## src/rtl/muldiv_pkg.sv

```systemverilog
// Shared definitions for the RV32M multiply/divide unit: op encodings, FSM states,
// datapath width and the CALC iteration count.
package muldiv_pkg;

  localparam int XLEN       = 32;
  localparam int CALC_ITERS = 32;

  typedef enum logic [2:0] {
    OP_MUL    = 3'b000,
    OP_MULH   = 3'b001,
    OP_MULHSU = 3'b010,
    OP_MULHU  = 3'b011,
    OP_DIV    = 3'b100,
    OP_DIVU   = 3'b101,
    OP_REM    = 3'b110,
    OP_REMU   = 3'b111
  } op_e;

  typedef enum logic [1:0] {
    IDLE = 2'd0,
    CALC = 2'd1,
    DONE = 2'd2
  } state_e;

  function automatic logic a_is_signed(input op_e o);
    return (o != OP_MULHU) && (o != OP_DIVU) && (o != OP_REMU);
  endfunction

  function automatic logic b_is_signed(input op_e o);
    return (o == OP_MUL) || (o == OP_MULH) || (o == OP_DIV) || (o == OP_REM);
  endfunction

endpackage

```

## src/rtl/muldiv_divider.sv

```systemverilog
// Restoring divider on unsigned magnitudes, one quotient bit per step.
// Exposes the next-step quotient/remainder so the final step can be captured directly.
module muldiv_divider
  import muldiv_pkg::*;
(
  input  logic            clk,
  input  logic            rst,
  input  logic            load,
  input  logic            step,
  input  logic [XLEN-1:0] dividend,
  input  logic [XLEN-1:0] divisor,
  output logic [XLEN-1:0] quo_next,
  output logic [XLEN-1:0] rem_next
);

  logic [XLEN-1:0] quo, rem, dvsr;
  logic [XLEN:0]   shifted, trial;

  // The partial remainder never exceeds 2*divisor-1, so bit XLEN of trial is a true borrow.
  always_comb begin
    shifted = {rem, quo[XLEN-1]};
    trial   = shifted - {1'b0, dvsr};
    if (!trial[XLEN]) begin
      rem_next = trial[XLEN-1:0];
      quo_next = {quo[XLEN-2:0], 1'b1};
    end else begin
      rem_next = shifted[XLEN-1:0];
      quo_next = {quo[XLEN-2:0], 1'b0};
    end
  end

  always_ff @(posedge clk) begin
    if (rst) begin
      quo  <= '0;
      rem  <= '0;
      dvsr <= '0;
    end else if (load) begin
      quo  <= dividend;
      rem  <= '0;
      dvsr <= divisor;
    end else if (step) begin
      quo  <= quo_next;
      rem  <= rem_next;
    end
  end

endmodule

```

## src/rtl/muldiv_unit.sv

```systemverilog
// Iterative RV32M multiply/divide unit with IDLE/CALC/DONE sequencing and a registered
// write-back pulse. Divide ops are built only when MULDIV_DIV_EN is defined.
module muldiv_unit #(
  parameter int XLEN = 32
) (
  input  logic            clk,
  input  logic            rst,
  input  logic            start,
  input  logic [2:0]      op,
  input  logic [XLEN-1:0] rs1_val,
  input  logic [XLEN-1:0] rs2_val,
  input  logic [4:0]      rd_addr,
  output logic            busy,
  output logic            wb_we,
  output logic [4:0]      wb_addr,
  output logic [XLEN-1:0] wb_data,
  output logic            illegal
);
  import muldiv_pkg::*;

  state_e            state;
  logic [5:0]        count;
  op_e               op_q, op_in;
  logic [4:0]        rd_q;
  logic              a_neg_q, b_neg_q, a_neg, b_neg;
  logic [2*XLEN-1:0] mcand, prod, prod_next, prod_signed;
  logic [XLEN-1:0]   mplr, mag_a, mag_b, result;

  always_comb begin
    op_in       = op_e'(op);
    a_neg       = a_is_signed(op_in) & rs1_val[XLEN-1];
    b_neg       = b_is_signed(op_in) & rs2_val[XLEN-1];
    mag_a       = a_neg ? -rs1_val : rs1_val;
    mag_b       = b_neg ? -rs2_val : rs2_val;
    prod_next   = mplr[0] ? prod + mcand : prod;
    prod_signed = (a_neg_q ^ b_neg_q) ? -prod_next : prod_next;
  end

`ifdef MULDIV_DIV_EN
  logic [XLEN-1:0] quo_next, rem_next, special;
  logic            div_zero, div_ovf;

  muldiv_divider u_div (
    .clk      (clk),
    .rst      (rst),
    .load     (state == IDLE && start && op[2]),
    .step     (state == CALC && op_q[2]),
    .dividend (mag_a),
    .divisor  (mag_b),
    .quo_next (quo_next),
    .rem_next (rem_next)
  );

  // Divide-by-zero and signed overflow have fixed answers and skip the iteration.
  always_comb begin
    div_zero = (rs2_val == '0);
    div_ovf  = !op[0] && (rs1_val == {1'b1, {(XLEN-1){1'b0}}}) && (rs2_val == '1);
    if (div_zero) special = op[1] ? rs1_val : '1;
    else          special = op[1] ? '0 : rs1_val;
    if (!op_q[2])     result = (op_q == OP_MUL) ? prod_signed[XLEN-1:0] : prod_signed[2*XLEN-1:XLEN];
    else if (op_q[1]) result = a_neg_q ? -rem_next : rem_next;
    else              result = (a_neg_q ^ b_neg_q) ? -quo_next : quo_next;
  end
`else
  assign result = (op_q == OP_MUL) ? prod_signed[XLEN-1:0] : prod_signed[2*XLEN-1:XLEN];
`endif

  assign busy = (state != IDLE);

  always_ff @(posedge clk) begin
    if (rst) begin
      state   <= IDLE;
      count   <= '0;
      op_q    <= OP_MUL;
      rd_q    <= '0;
      a_neg_q <= 1'b0;
      b_neg_q <= 1'b0;
      mcand   <= '0;
      mplr    <= '0;
      prod    <= '0;
      wb_we   <= 1'b0;
      wb_addr <= '0;
      wb_data <= '0;
      illegal <= 1'b0;
    end else begin
      wb_we   <= 1'b0;
      wb_addr <= '0;
      wb_data <= '0;
      illegal <= 1'b0;
      case (state)
        IDLE: if (start) begin
          op_q    <= op_in;
          rd_q    <= rd_addr;
          a_neg_q <= a_neg;
          b_neg_q <= b_neg;
          count   <= '0;
          mcand   <= {{XLEN{1'b0}}, mag_a};
          mplr    <= mag_b;
          prod    <= '0;
          if (op[2]) begin
`ifdef MULDIV_DIV_EN
            if (div_zero || div_ovf) begin
              state   <= DONE;
              wb_we   <= 1'b1;
              wb_addr <= rd_addr;
              wb_data <= special;
            end else begin
              state <= CALC;
            end
`else
            state   <= DONE;
            wb_we   <= 1'b1;
            wb_addr <= rd_addr;
            illegal <= 1'b1;
`endif
          end else begin
            state <= CALC;
          end
        end
        CALC: begin
          count <= count + 6'd1;
          mcand <= mcand << 1;
          mplr  <= mplr >> 1;
          prod  <= prod_next;
          if (count == 6'(CALC_ITERS - 1)) begin
            state   <= DONE;
            count   <= '0;
            wb_we   <= 1'b1;
            wb_addr <= rd_q;
            wb_data <= result;
          end
        end
        DONE:    state <= IDLE;
        default: state <= IDLE;
      endcase
    end
  end

endmodule

```

## config.mk

```make
export PLATFORM = sky130hd
export DESIGN_NAME = muldiv_unit
export DESIGN_NICKNAME = d
export VERILOG_FILES = /design/src/rtl/muldiv_pkg.sv /design/src/rtl/muldiv_divider.sv /design/src/rtl/muldiv_unit.sv
export SDC_FILE = /design/constraint.sdc
export NUM_CORES = 1
export LEC_CHECK = 0
export BUFFER_PORTS_ARGS = -buffer_cell sky130_fd_sc_hd__clkbuf_2
export CAP_MARGIN = 15
export CORE_MARGIN = 2
export CORE_UTILIZATION = 57
export DETAILED_ROUTE_END_ITERATION = 8
export PLACE_DENSITY = 0.76
export SLEW_MARGIN = 20
export SYNTH_ARGS = -nofsm -noshare
export SYNTH_HDL_FRONTEND = slang
export SYNTH_SLANG_ARGS = --single-unit
export TNS_END_PERCENT = 50
```

## constraint.sdc

```tcl
create_clock -name clk -period 10 [get_ports clk]
set_clock_uncertainty 0.1 [all_clocks]
set_input_delay 1 -clock clk [delete_from_list [all_inputs] [get_ports clk]]
set_output_delay 1 -clock clk [all_outputs]
set_load 0.02 [all_outputs]
```

### After elaboration in Yosys (flattened, before gate mapping)

Cells that the tools add are included.

| word-level totals | value |
|---|---|
| flip-flop bits (word level) | 217 |
| bits of input ports | 75 |
| output and inout bits | 40 |

| operators by class | value |
|---|---|
| add/subtract/negate cells | 5 |
| eq/ne operators | 10 |
| muxes and demuxes | 26 |
| bitwise gates (word level) | 6 |
| reduce and logical (&&, ||, !) cells | 15 |

Operators with widths:

| operator | number |
|---|---|
| $mux W64 | 4 |
| $pmux W64 S2 | 2 |
| $mux W32 | 4 |
| $add A64 B64 Y64 | 1 |
| $neg A32 Y32 | 2 |
| $neg A64 Y64 | 1 |
| $pmux W32 S2 | 1 |
| $mux W5 | 3 |
| $mux W6 | 2 |
| $pmux W6 S2 | 1 |
| $pmux W5 S2 | 1 |
| $add A6 B1 Y6 const B | 1 |
| $eq A3 B3 Y1 const B | 2 |
| $eq A6 B5 Y1 const B | 1 |
| $logic_not A3 Y1 | 2 |
| $mux W2 | 3 |
| $ne A3 B3 Y1 const B | 2 |
| $reduce_and A2 Y1 | 3 |
| $ne A2 B2 Y1 const B | 2 |
| $pmux W2 S2 | 1 |
| $reduce_bool A2 Y1 | 2 |
| $eq A3 B1 Y1 const B | 1 |
| $logic_or A1 B1 Y1 | 3 |
| $mux W1 | 3 |
| other kinds (10) | 14 |

### Depth between registers and ports, before layout

Gate-level depths: netlist of run 1.

| depth | value |
|---|---|
| depth in word-level cells | 8 |
| depth in mapped cells | 16 |
| depth with buffers taken out | 15 |

### Worst setup path after synthesis of run 1

OpenSTA, ideal clock, no wires.

| timing path | value |
|---|---|
| path type | register to register |
| start point | register mcand[0] |
| end point | register wb_data[24] |
| setup time | 0.127 ns |
| arrival | 3.854 ns |
| setup slack | 5.919 ns |
| cell stages (with the launch flop) | 16 |
| clock period less this slack | 4.081 ns |
| cell sequence | dfxtp_1 > ha_1 > inv_1 > fa_1 > nor2b_2 > o31a_4 > o21ai_2 > a211oi_2 > mux2i_1 > a2111o_1 > or3_4 > a2111oi_4 > nand4_4 > a2111oi_2 > nor4_1 > or3_1 |

| between the ends | value |
|---|---|
| word-level cells in the longest chain between the ends | 5 |

Ends and longest elaborated chain:

| item | RTL line | RTL |
|---|---|---|
| from (decl) | muldiv_unit.sv:26 | `logic [2*XLEN-1:0] mcand, prod, prod_next, prod_signed;` |
| from (signal assigned) | muldiv_unit.sv:97 | `mcand <= {{XLEN{1'b0}}, mag_a};` |
| from (signal assigned) | muldiv_unit.sv:122 | `mcand <= mcand << 1;` |
| $add A64 B64 Y64 * | muldiv_unit.sv:35 | `prod_next = mplr[0] ? prod + mcand : prod;` |
| $mux W64 * | muldiv_unit.sv:35 |  |
| $neg A64 Y64 | muldiv_unit.sv:36 | `prod_signed = (a_neg_q ^ b_neg_q) ? -prod_next : prod_next;` |
| $mux W64 * | muldiv_unit.sv:36 |  |
| $mux W32 * | muldiv_unit.sv:65 | `assign result = (op_q == OP_MUL) ? prod_signed[XLEN-1:0] : prod_signed[2*XLEN-1:XLEN];` |
| to (signal assigned) | muldiv_unit.sv:130 | `wb_data <= result;` |
| to (decl) | muldiv_unit.sv:16 | `output logic [XLEN-1:0] wb_data,` |

Mark *: on every way between the ends. The rest lies on a longest branch, timed or not.
A chain may end at the register's enable or synchronous reset.

### Worst setup path in the final report of run 1

| timing path | value |
|---|---|
| start point | register mcand[0] |
| end point | register wb_data[13] |

The elaborated chain is that of the path after synthesis.

==> results.toml, run 1 <==
[detailed_routing]
drt_iter0_drc = 2098
wl_um = 58300
final_antenna_net_count = 0
route.detailed.drc = 0
dr.pass1.iters = 7
detail_route.vias_per_cell = 6.83
dr_total_vias = 17500
routedWlPerCell_um = 22.8

[power_and_ir_drop]
p_leak_nw = 6.74
ir_worst_vdd_mv = 0.134
powerDensity_nw_per_um2 = 138
p_total_mw = 2.46

[worst_setup_path]
worstPathArrival_ps = 5660
rrSetupSlack_ps = 4660
reg2reg_depth = 15
r2r-start = "mcand[0]"
critical_path.cell_chain = "ha_1, inv_1, fa_1, nor2b_2, o31a_4, o21ai_1, a2111oi_2, nor3_1, xnor2_1, mux2_2, a2111oi_4, nand3_2, o41ai_1, xor2_1, o22ai_1"
cp.required_ps = 10310
cpPeakStageDelay_ps = 690
crit_type = "flip-flop to flip-flop"
endpoint = "wb_data[13]"
worstReg2RegEnd = "wb_data[13]"
crit_fanout = 13
cp-end-kind = "flip-flop"
cp-start-kind = "flip-flop"
slowest_stage = "a2111oi_2"
startpoint = "mcand[0]"

[clock_tree]
worstSkewPairLatency_ps = 570
postCtsHoldBufs = 0
path_clk_slew_ps = 60
cts_setup_buffers = 0
cts_tree = "built"
clk_path_buf_depth = 3
cts_buffers = 27
root_buffer = "clkbuf_16"
clock_sinks = 217
cts_resized = 0
htree_levels = 1

[synth]
synthTopCellsByCount = "nor2_1, dfxtp_1, a21oi_1"
synth-xor-area-share_pct = 7.32
syn_inst = 2138
synth_nets = 2281
synth.avg_cell_area_um2 = 7.61
muxShareOfSynthArea_pct = 1.70
yosysWarningCount = 0
ys_async_sr_fraction_pct = 0
synth.ff_latch_count = 217
yosysTopAreaCellShare_pct = 26.7
synth_top_cell_by_area = "dfxtp_1"
synth.distinct_cells = 102
synth-adder-area-share_pct = 5.27
synthTopCellsByArea = "dfxtp_1, nor2_1, a21oi_1"
synth-seq-area-share_pct = 26.7
synth_edf_count = 0
synth_area_um2 = 16300
yosys.area_share.simple_pct = 23.1
synth_top_family_by_area = "compound AO/OA/AOI/OAI gates"
synth_most_common_cell = "nor2_1"
synth-compound-area-share_pct = 31.5
ys.flop_type = "dfxtp_1"

[floorplan]
core_um2 = 27900
chipHeight_um = 173
dieArea_um2 = 29900
floorplan.initialDensity_pct = 58.3
io_pins = 115
row_count = 61
die_w_um = 173

[placed_design]
hpwl_um = 43200
numPlacedInstances = 2506
io_buffers = 114
place_congestion = 0.989

[grt]
antenna_found_initial = 0
gr-usage-all-layers_pct = 37.4
grt_pass1_wl_um = 90600
grt_pass1_vias = 16100
grt-ovfl-total = 0
grt_max_degree = 123

[layout]
final_layout_size_suffix_gt1_share_pct = 11.5
instances_no_fill = 2556
fin_util_pct = 64.1
nNetsFinal = 2301
diodes = 0
synthToLayoutAreaGrowth_pct = 9.99

[timing]
rsz0062_at_grt = "false"
fin_crit_ps = 5340
tightest_slew_ps = 1060
final-max-slew-violation-count = 0
relSlewSlack_pct = 29.5
setup_tns_ps = 0
timing.fmax_ghz = 0.187
setup_violations = 0
hold_viol = 0
period_share_pct = 53.4

[hold_path]
holdCritPathClass = "flip-flop to flip-flop"

[flow_run]
drv_cap = 0

[run_status]
status = "finished clean"
layout by cell type, fill, tap and decap left out, types with 30 or more instances in the layout:
cell | netlist | layout
clkbuf_2 | 0 | 113
xnor2_1 | 78 | 77
inv_1 | 33 | 33
o21ai_0 | 105 | 105
a222oi_1 | 52 | 52
dfxtp_1 | 217 | 216
nand4_1 | 41 | 41
a21oi_1 | 182 | 182
nand2_1 | 171 | 171
o31ai_1 | 30 | 30
a22oi_1 | 87 | 87
ha_1 | 67 | 67
nor2_1 | 322 | 322
nor3_1 | 53 | 53
xor2_1 | 58 | 57
sequential cells by signal, summed over array words and instances (netlist names), 2 cells and up:
| signal | count |
|---|---|
| mcand | 64 |
| prod | 64 |
| mplr | 32 |
| wb_data | 32 |
| count | 6 |
| rd_q | 5 |
| wb_addr | 5 |
| op_q | 3 |
| state | 2 |
kinds of logic (layout without fill, tap and decap cells):
kind of cell	Yosys count	after routing
buffers and inverters	174	214
flip-flops	217	217
adder cells (fa/ha/maj)	68	68
multiplexers	26	26
XOR/XNOR	136	136
AND/OR/NAND/NOR	786	786
AO/OA/AOI/OAI	731	731
power by group:
group / switching, mW / leakage (nW) / internal, mW
clock network: 0.419 / 0.478 / 0.672
logic: 0.296 / 4.50 / 0.154
registers: 0.0300 / 1.76 / 0.892
worst max-delay path: cells and delay by family, from the launching register on:
family                     cells  cell delay, ps
and+or+nand+nor                3             880
AOI/OAI and AO/OA              6            2280
DFF                            1             390
muxes                          1             410
xor gates and xnor gates       2             410
buffers and inverters          1              70
adders and majority gates      2             640
worst min-delay path by stage:
stage	cells after the start	from	slack, ps	to
floorplan	2	rd_q[0]	340	rd_q[0]
global placement	2	rd_q[2]	340	rd_q[2]
detailed placement	2	rd_q[4]	350	rd_q[4]
CTS	2	rd_q[4]	360	rd_q[4]
global route	2	rd_q[4]	390	rd_q[4]
finish	2	rd_q[4]	360	rd_q[4]
through the flow:
stage	hold slack [ps]	area (µm²)	worst slack [ps]
after floorplan	337	16300	5920
after global placement	344	16900	4940
after detailed placement	355	16900	4850
after CTS	363	17900	4820
after global routing	388	17900	4520
final	361	17900	4660
routing by layer:
layer  GRT usage, %  up-vias  part of all wire, %
met5              0        -                    0
met4           21.0        0                  6.4
li1               -     8080                    -
met2           60.8      908                   45
met1           48.5     8310                   41
met3           4.22      163                  7.5
layout make-up:
type	count	area, µm²
fill	2542	10000
inverter	34	128
multi-input combinational	1747	11300
tap	378	473
sequential	217	4350
clock inverter	15	260
timing repair buffer	131	712
clock buffer	34	722
Note: power is estimated with default switching activity, not from simulation.
==> run 2, diff against run 1 <==
--- a/config.mk
+++ b/config.mk
@@ -5,12 +5,13 @@
 export SDC_FILE = /design/constraint.sdc
 export NUM_CORES = 1
 export LEC_CHECK = 0
+export ABC_AREA = 1
 export BUFFER_PORTS_ARGS = -buffer_cell sky130_fd_sc_hd__clkbuf_2
 export CAP_MARGIN = 15
 export CORE_MARGIN = 2
 export CORE_UTILIZATION = 57
 export DETAILED_ROUTE_END_ITERATION = 8
-export PLACE_DENSITY = 0.76
+export PLACE_DENSITY = 0.78
 export SLEW_MARGIN = 20
 export SYNTH_ARGS = -nofsm -noshare
 export SYNTH_HDL_FRONTEND = slang
==> constraint.sdc (replaced) <==
create_clock -name clk -period 4.5 [get_ports clk]
set_clock_uncertainty 0.1 [all_clocks]
set_input_delay 0.45 -clock clk [delete_from_list [all_inputs] [get_ports clk]]
set_output_delay 0.45 -clock clk [all_outputs]
set_load 0.02 [all_outputs]
==> results.toml, run 2 <==
[run_status]
status = "finished clean"

[layout]
reg_top3 = "mcand (64), prod (64)"
seq_area_um2 = 4350
synthToLayoutAreaGrowth_pct = 9.04
num-fill-cells = 3319
multi_input_area_um2 = 13000
nNetsFinal = 3739
final_layout_size_suffix_gt1_share_pct = 10.6
final_cell_mix = "nand2_1, inv_1, a21oi_1"
final_common_cell = "nand2_1"

[synth]
ys.flop_type = "dfxtp_1"
yosysWarningCount = 0
synth.distinct_cells = 56
synthTopCellsByCount = "nand2_1, inv_1, a21oi_1"
synth_area_um2 = 19600
synth_edf_count = 0
yosysTopAreaCellShare_pct = 26.0
ys_async_sr_fraction_pct = 0
synth-seq-area-share_pct = 22.1
synth.ff_latch_count = 217
synthTopCellsByArea = "nand2_1, dfxtp_1, inv_1"
synth_most_common_cell = "nand2_1"
synth_nets = 3680
synth_top_cell_by_area = "nand2_1"
syn_inst = 3537
synth.avg_cell_area_um2 = 5.55

[grt]
grt_max_degree = 108
grt-ovfl-total = 0
grt_pass1_vias = 22000
antenna_found_initial = 3
grt_pass1_wl_um = 124000
gr-usage-all-layers_pct = 44.6

[detailed_routing]
dr.pass1.iters = 8
dr_total_vias = 23900
final_antenna_net_count = 0
route.detailed.drc = 0
detail_route.vias_per_cell = 5.89
wl_um = 82000
routedWlPerCell_um = 20.2
drt_iter0_drc = 2765

[worst_setup_path]
crit_fanout = 5
cp-end-kind = "flip-flop"
cp.required_ps = 4910
rrSetupSlack_ps = 320
startpoint = "prod[24]"
cp-start-kind = "flip-flop"
worstReg2RegEnd = "wb_data[0]"
r2r-start = "prod[24]"
reg2reg_depth = 19
worstPathArrival_ps = 4590
crit_type = "flip-flop to flip-flop"
endpoint = "wb_data[0]"

[floorplan]
chipHeight_um = 190
dieArea_um2 = 35900
floorplan.initialDensity_pct = 58.3
die_w_um = 190
io_pins = 115
core_um2 = 33700
row_count = 67

[clock_tree]
htree_levels = 1
path_clk_slew_ps = 60
clk_path_buf_depth = 3
cts_buffers = 27
postCtsHoldBufs = 0
root_buffer = "clkbuf_16"
cts_resized = 0
worstSkewPairLatency_ps = 580
cts_setup_buffers = 0
cts_tree = "built"
clock_sinks = 217

[power_and_ir_drop]
sw_frac_of_total_pct = 36.5
intPower_mw = 3.77
p_total_mw = 5.94
p_clk_share_pct = 37.8
p_sw_mw = 2.17
ir_worst_vdd_mv = 0.281
powerDensity_nw_per_um2 = 277
power.share.sequential_pct = 35.0
p_leak_nw = 10.8
combPwrFrac_pct = 27.3

[timing]
setup_violations = 0
tightest_slew_ps = 972
setup_tns_ps = 0
fin_crit_ps = 4180
rsz0062_at_grt = "false"
finalHoldWorstSlack_ps = 34.4
timing.fmax_ghz = 0.239
final-max-slew-violation-count = 0
period_share_pct = 93.0
relSlewSlack_pct = 35.2
hold_viol = 0

[flow_run]
drv_cap = 0

[placed_design]
hpwl_um = 64900
io_buffers = 114
place_congestion = 1.10

[hold_path]
holdCritPathClass = "primary input to flip-flop"
[run 2: worst max-delay path, stage by stage (launching register included)]
cell,delay (ps)
dfxtp_1,410
ha_1,440
nand2_1,150
nor2_1,240
nand2_1,170
nor2_1,380
nand2_1,130
nand3_1,170
nand2_1,100
nand2_1,80
nand2_1,60
nand2_1,360
nor2_1,100
nand2_2,110
nor2_4,60
nand3_2,120
nand2_1,90
o21ai_0,520
o211ai_1,220
inv_1,120
[run 2: metrics by stage]
step                setup WS [ps]  area, µm²  utilization, %  cells
floorplan                    1510      19600               -   3537
global placement              666      20500            60.9   4015
detailed placement            658      20500            60.9   4015
CTS                           620      21400            63.5   4065
global route                  190      21400            63.5   4065
finish                        317      21400            63.5   4066
[run 2: power groups by stage]
stage | Sequential, mW | Combinational [mW] | Clock, mW
after floorplan | 2.08 | 1.11 | 0
after global placement | 2.11 | 1.51 | 0
after detailed placement | 2.11 | 1.54 | 0
after CTS | 2.07 | 1.55 | 2.25
after global routing | 2.08 | 1.73 | 2.31
final | 2.08 | 1.62 | 2.24
[run 2: worst min-delay path by stage]
stage,start,to,slack [ps],cells past startpoint
global route,rd_addr[2],wb_addr[2],50,3
CTS,rd_addr[2],wb_addr[2],30,3
finish,rd_addr[4],wb_addr[4],30,3
floorplan,rd_q[0],wb_addr[0],340,2
detailed placement,mplr[26],mplr[26],360,2
global placement,rd_q[0],wb_addr[0],350,2
[run 2: layout make-up]
cell class                      count  area share, %
Antenna cell                        1         0.0117
Clock buffer                       39           3.60
Clock inverter                     11          0.555
Inverter                          464           8.16
Multi-Input combinational cell   2740           60.8
Sequential cell                   217           20.3
Tap cell                          448           2.62
Timing Repair Buffer              146           3.93
[run 2: logic make-up after synthesis]
family	count (synthesis)	share of synthesized area (%)
DFF	217	22.1
xor gates and xnor gates	28	1.25
adders and majority gates	68	4.37
and+or+nand+nor	2134	46.5
AOI/OAI and AO/OA	510	14.2
buffers and inverters	580	11.6
[run 2: layer usage]
metal  part of all wire [%]  vias to the layer above  wire length, µm  track usage [%]
li1                       -                    11300                -                -
met1                     38                    10900            31300             54.6
met2                     43                     1434            35200             70.6
met3                     10                      345             8590             8.36
met4                    8.4                        2             6890             31.8
met5                  0.020                        -               16                0
